--- src/rtl/seg7_scan_ctrl_if.sv ---
// Load handshake between a producer and the seven-segment scan controller.
interface seg7_scan_ctrl_if #(
  parameter int DIGITS = 4
);
  logic                  load_valid;
  logic                  load_ready;
  logic [4*DIGITS-1:0]   load_data;

  modport master (output load_valid, output load_data, input load_ready);
  modport slave  (input load_valid, input load_data, output load_ready);
endinterface

--- src/rtl/seg7_scan_ctrl.sv ---
// Multiplexed seven-segment scanner with tear-free double-buffered load.
// Define SEG7_SCAN_LZB_EN to enable leading-zero blanking.
module seg7_scan_ctrl #(
  parameter int DIGITS = 4,
  parameter int DWELL  = 1000,
  parameter int BLANK  = 16
) (
  input  logic              clk,
  input  logic              rst_n,
  input  logic              enable,
  seg7_scan_ctrl_if.slave   load,
  output logic [6:0]        segments,
  output logic [DIGITS-1:0] digit_en,
  output logic              frame_pulse
);
  localparam int IW   = (DIGITS > 1) ? $clog2(DIGITS) : 1;
  localparam int MAXC = (DWELL > BLANK) ? DWELL : BLANK;
  localparam int CW   = $clog2(MAXC + 1);
  localparam int DW   = 4 * DIGITS;

  typedef enum logic {ST_BLANK, ST_SHOW} state_t;

  state_t          state, nxt_state;
  logic [IW-1:0]   idx, nxt_idx;
  logic [CW-1:0]   cnt, nxt_cnt;
  logic [DW-1:0]   disp, nxt_disp, shadow;
  logic            pending, nxt_pending;
  logic            running, boundary, dark;

  function automatic logic [6:0] glyph(input logic [3:0] n);
    case (n)
      4'h0: glyph = 7'h3F;  4'h1: glyph = 7'h06;
      4'h2: glyph = 7'h5B;  4'h3: glyph = 7'h4F;
      4'h4: glyph = 7'h66;  4'h5: glyph = 7'h6D;
      4'h6: glyph = 7'h7D;  4'h7: glyph = 7'h07;
      4'h8: glyph = 7'h7F;  4'h9: glyph = 7'h6F;
      4'hA: glyph = 7'h77;  4'hB: glyph = 7'h7C;
      4'hC: glyph = 7'h58;  4'hD: glyph = 7'h5E;
      4'hE: glyph = 7'h79;  default: glyph = 7'h71;
    endcase
  endfunction

  assign load.load_ready = ~pending;

  // Next-state is computed here so the registered outputs can be loaded from
  // it and therefore match the FSM state in the same cycle.
  always_comb begin
    nxt_state   = state;
    nxt_idx     = idx;
    nxt_cnt     = cnt;
    boundary    = 1'b0;
    if (!enable) begin
      nxt_state = ST_BLANK;
      nxt_idx   = '0;
      nxt_cnt   = '0;
    end else if (!running) begin
      nxt_state = ST_BLANK;
      nxt_idx   = '0;
      nxt_cnt   = '0;
      boundary  = 1'b1;
    end else if (state == ST_BLANK) begin
      if (cnt == CW'(BLANK - 1)) begin
        nxt_state = ST_SHOW;
        nxt_cnt   = '0;
      end else begin
        nxt_cnt = cnt + 1'b1;
      end
    end else begin
      if (cnt == CW'(DWELL - 1)) begin
        nxt_state = ST_BLANK;
        nxt_cnt   = '0;
        if (idx == IW'(DIGITS - 1)) begin
          nxt_idx  = '0;
          boundary = 1'b1;
        end else begin
          nxt_idx = idx + 1'b1;
        end
      end else begin
        nxt_cnt = cnt + 1'b1;
      end
    end

    nxt_disp    = disp;
    nxt_pending = pending;
    if (pending && (boundary || !enable)) begin
      nxt_disp    = shadow;
      nxt_pending = 1'b0;
    end else if (load.load_valid && !pending) begin
      nxt_pending = 1'b1;
    end
  end

`ifdef SEG7_SCAN_LZB_EN
  assign dark = (nxt_idx != '0) && ((nxt_disp >> {nxt_idx, 2'b00}) == '0);
`else
  assign dark = 1'b0;
`endif

  always_ff @(posedge clk or negedge rst_n) begin
    if (!rst_n) begin
      state       <= ST_BLANK;
      idx         <= '0;
      cnt         <= '0;
      disp        <= '0;
      shadow      <= '0;
      pending     <= 1'b0;
      running     <= 1'b0;
      segments    <= '0;
      digit_en    <= '0;
      frame_pulse <= 1'b0;
    end else begin
      state       <= nxt_state;
      idx         <= nxt_idx;
      cnt         <= nxt_cnt;
      disp        <= nxt_disp;
      pending     <= nxt_pending;
      running     <= enable;
      frame_pulse <= boundary;
      if (load.load_valid && !pending)
        shadow <= load.load_data;
      if (nxt_state == ST_SHOW && !dark) begin
        segments <= glyph(nxt_disp[4*nxt_idx +: 4]);
        digit_en <= DIGITS'(1) << nxt_idx;
      end else begin
        segments <= '0;
        digit_en <= '0;
      end
    end
  end
endmodule

--- src/flat_wrapper.sv ---
// flat-port wrapper written by rule: the top's interface ports become plain ports
module seg7_scan_ctrl_flat 
#(
  parameter int DIGITS = 4,
  parameter int DWELL  = 1000,
  parameter int BLANK  = 16
)
  (clk, rst_n, enable, segments, digit_en, frame_pulse, load_load_valid, load_load_data, load_load_ready);
  seg7_scan_ctrl_if #(.DIGITS(DIGITS)) load_i ();
  input  logic clk;
  input  logic rst_n;
  input  logic enable;
  output logic [6:0] segments;
  output logic [DIGITS-1:0] digit_en;
  output logic frame_pulse;
  input wire logic [$bits(load_i.load_valid)-1:0] load_load_valid;
  input wire logic [$bits(load_i.load_data)-1:0] load_load_data;
  output wire logic [$bits(load_i.load_ready)-1:0] load_load_ready;
  assign load_i.load_valid = load_load_valid;
  assign load_i.load_data = load_load_data;
  assign load_load_ready = load_i.load_ready;
  seg7_scan_ctrl #(.DIGITS(DIGITS), .DWELL(DWELL), .BLANK(BLANK)) u_core (.clk(clk), .rst_n(rst_n), .enable(enable), .load(load_i), .segments(segments), .digit_en(digit_en), .frame_pulse(frame_pulse));
endmodule
--- config.mk ---
export PLATFORM = sky130hd
export DESIGN_NAME = seg7_scan_ctrl_flat
export DESIGN_NICKNAME = d
export VERILOG_FILES = /design/src/rtl/seg7_scan_ctrl_if.sv /design/src/rtl/seg7_scan_ctrl.sv /design/src/flat_wrapper.sv
export SDC_FILE = /design/constraint.sdc
export NUM_CORES = 1
export LEC_CHECK = 0
export CORE_UTILIZATION = 55
export CTS_CLUSTER_DIAMETER = 80
export DETAILED_ROUTE_END_ITERATION = 7
export MAX_ROUTING_LAYER = met4
export PLACE_DENSITY_LB_ADDON = 0.2
export REMOVE_ABC_BUFFERS = 1
export SETUP_SLACK_MARGIN = 0.3
export SYNTH_ARGS = -nofsm -noshare
export SYNTH_HDL_FRONTEND = slang
export SYNTH_SLANG_ARGS = --single-unit
--- constraint.sdc ---
create_clock -name clk -period 5.9 [get_ports clk]
set_input_delay 1.77 -clock clk [delete_from_list [all_inputs] [get_ports clk]]
set_output_delay 1.77 -clock clk [all_outputs]
set_load 0.005 [all_outputs]
==> impl_metrics.toml <==
[outcome]
status = "completed"

[power_and_ir_drop]
clockPowerShare_pct = 32.1
pwr-share-comb_pct = 22.4
vdd_drop_max_mv = 0.223
internal_power_w = 0.000786
powerDensity_nw_per_um2 = 326
p_leak_nw = 1.46
power.switching_w = 0.000287
p_seq_share_pct = 45.5
p_total_w = 0.00107
p_sw_share_pct = 26.8

[synth]
ys_warn_count = 0
syn-cell-area_um2 = 2730
synth_edf_count = 0
synth_top_area_share_pct = 54.0
yosysTopAreaCell = "dfrtp_1"
ys_ff_latch = 59
ys.flop_type = "dfrtp_1"
ys_types = 44
yosys-top-cells-area = "dfrtp_1 54%, mux2_2 14%, ha_1 3.7%"
async_flop_share_pct = 100
syn_area_per_cell_um2 = 13.3
synth-seq-area-share_pct = 54.0
syn_inst = 206

[timing]
period_share_pct = 77.9
min_period_ps = 4590
finClkSkew_ps = 6.87
fin_setup_tns_ps = 0
relSlewSlack_pct = 50.0
clock.fmax_mhz = 218
hold_viol = 0
setup_viol = 0
worstMarginPinSlew_ps = 751
drv_slew = 0
rsz0062_at_grt = "no"

[place]
place_area_um2 = 3110
port_buffers = 32
place_congestion = 0.772
place_hpwl_um = 3190

[setup_path]
cp.arrival_ps = 4800
path_buf_inv = 1
required_ps = 6110
endpoint_kind = "register"
worstSetupPathType = "input port to register"
cp_top_family = "simple AND/OR/NAND/NOR gates"
startpoint_type = "input port"
r2r_end = "u_core.segments[0]$_DFF_PN0_"
cpMostUsedCell = "mux2i_1"
reg2reg_from = "u_core.cnt[0]$_DFF_PN0_"
r2r_cells = 12
max_stage_delay_ps = 640
path_cells = "clkdlybuf4s50_1, nand2_1, or2_0, mux2i_1, mux2i_1, ha_1, o21ai_0, o22a_1, and3_1, a211o_1"
cp_slowest_cell = "or2_0"
crit_fanout = 9
startpoint = "enable"
reg2reg_slack_ps = 2130

[drt]
drt_iter0_drc = 93
routedWlPerCell_um = 14.9
route.detailed.drc = 0
vias = 1687
dr.pass1.iters = 4
final_antenna_net_count = 0
drt-total-wl_um = 4700
vias_per_cell = 5.34

[min_path]
min_path_type = "register to register"
holdPathStages = 1
min_to = "u_core.cnt[0]$_DFF_PN0_"
worstHoldStart = "u_core.cnt[0]$_DFF_PN0_"

[clocking]
cts_tree = "yes"
cts_max_path_buffers = 2
cts_buffers = 9
hold_buffers = 0
root_buffer = "clkbuf_8"
insertion_delay_ps = 330
cts_sinks = 59
postCtsSetupBuffers = 0
clk_pin_slew_worst_paths_ps = 60
cts_resized = 0
h-tree-depth = 3

[grt]
antenna_found_initial = 0
grt_pass1_vias = 1694
track_usage_pct = 21.1
grt_max_degree = 60
grt_pass1_wl_um = 7960
grt.overflow.total = 0

[layout]
fin_area_um2 = 3290
drive_gt1_share_pct = 26.5
fin_nets = 274
antenna_cells = 0
seqCellArea_um2 = 1480
multiInputGateArea_um2 = 1180
fillCellCount = 375
areaGrowthSynthToFinish_pct = 20.4

[floorplan]
rows = 25
die_area_um2 = 5250
die_w_um = 72.5
die_h_um = 72.5
core_area_um2 = 4750
start_util_pct = 57.5
ios = 33

[run]
cap_violations = 0
sequential cells by signal, indices dropped and copies added, names as in the netlist:
register            flops
u_core.digit_en         4
u_core.segments         7
u_core.running          1
u_core.disp            16
u_core.shadow          16
u_core.state            1
u_core.frame_pulse      1
u_core.cnt             10
u_core.pending          1
u_core.idx              2
worst register-to-register path, cell delays in order, from the launching register on:
cell,delay (ps)
dfrtp_1,370
ha_1,210
nand4b_1,170
nor4_4,370
mux2i_1,250
or2_0,610
mux2i_1,160
mux2i_1,420
ha_1,320
o21ai_0,110
o22a_1,220
and3_1,180
a211o_1,250
layout by cell type (no fill, tap or decap), types with 2 or more instances in the layout:
| cell | synthesis | layout |
|---|---|---|
| clkbuf_8 | 0 | 10 |
| ha_1 | 8 | 8 |
| xnor2_1 | 3 | 3 |
| nor3_1 | 3 | 3 |
| clkinv_2 | 0 | 2 |
| mux2i_1 | 9 | 9 |
| nand2_1 | 7 | 7 |
| mux2_4 | 5 | 5 |
| o21ai_0 | 4 | 4 |
| nor2_1 | 15 | 15 |
| nor4_1 | 4 | 4 |
| xor2_1 | 4 | 4 |
| dfrtp_1 | 59 | 59 |
| mux2_2 | 35 | 35 |
| nand3_1 | 4 | 4 |
| or4_1 | 2 | 2 |
| inv_1 | 8 | 8 |
| buf_4 | 0 | 3 |
| clkdlybuf4s50_1 | 0 | 31 |
| a21oi_1 | 4 | 4 |
worst max path at each step:
stage / endpoint / slack (ps) / cells after the start
detailed placement: u_core.segments[0]$_DFF_PN0_ / 940 / 11
floorplan: u_core.segments[0]$_DFF_PN0_ / 1870 / 10
global placement: u_core.segments[0]$_DFF_PN0_ / 1040 / 10
global route: u_core.segments[0]$_DFF_PN0_ / 1020 / 10
finish: u_core.segments[0]$_DFF_PN0_ / 1310 / 10
CTS: u_core.segments[0]$_DFF_PN0_ / 1310 / 11
cell type report:
type / instances / share of cell area [%]
well taps: 67 / 2.55
flip-flops and latches: 59 / 44.9
inverters: 9 / 1.03
multi-input cells: 132 / 35.8
clock buffers: 11 / 4.30
repair buffers: 35 / 10.3
clock inverters: 3 / 1.22
synth_stat cells (4+ instances only):
cell,n
xor2_1,4
mux2_2,35
nor2_1,15
o21ai_0,4
ha_1,8
inv_1,8
nand2_1,7
mux2_4,5
nor4_1,4
a21oi_1,4
mux2i_1,9
dfrtp_1,59
nand3_1,4
metrics by stage:
step           cells  utilization, %  hold WS (ps)  setup slack [ps]
2_1_floorplan    200               -           433              1870
3_3_place_gp     302            65.4           452              1040
3_5_place_dp     302            65.4           459               942
4_1_cts          316            69.2           467              1310
5_1_grt          316            69.2           486              1020
6_report         316            69.2           466              1310
layer usage:
| metal | global-route usage, % | routed length [um] | vias to the layer above |
|---|---|---|---|
| met5 | - | 0 | - |
| met4 | 9.15 | 93 | 0 |
| met3 | 4.31 | 151 | 12 |
| met2 | 33.4 | 2210 | 45 |
| met1 | 26.5 | 2240 | 816 |
| li1 | - | - | 814 |
cell families (layout without fill, tap and decap cells):
kind of cell	count (synthesis)	after routing	share of synthesized area, %
muxes	51	51	21.8
and+or+nand+nor	44	44	8.79
buffers and inverters	15	58	2.88
DFF	59	59	54.0
adders and majority gates	8	8	3.66
xor gates and xnor gates	7	7	2.24
AOI/OAI and AO/OA	22	22	6.59
power groups by stage:
stage | Sequential (W) | Clock (W) | Combinational [W]
after floorplan | 0.000486 | 0 | 0.000181
after global placement | 0.000493 | 0 | 0.000234
after global routing | 0.000495 | 0.000370 | 0.000262
after detailed placement | 0.000496 | 0 | 0.000239
final | 0.000489 | 0.000344 | 0.000240
after CTS | 0.000489 | 0.000354 | 0.000241
(Power assumes the default switching activity.)
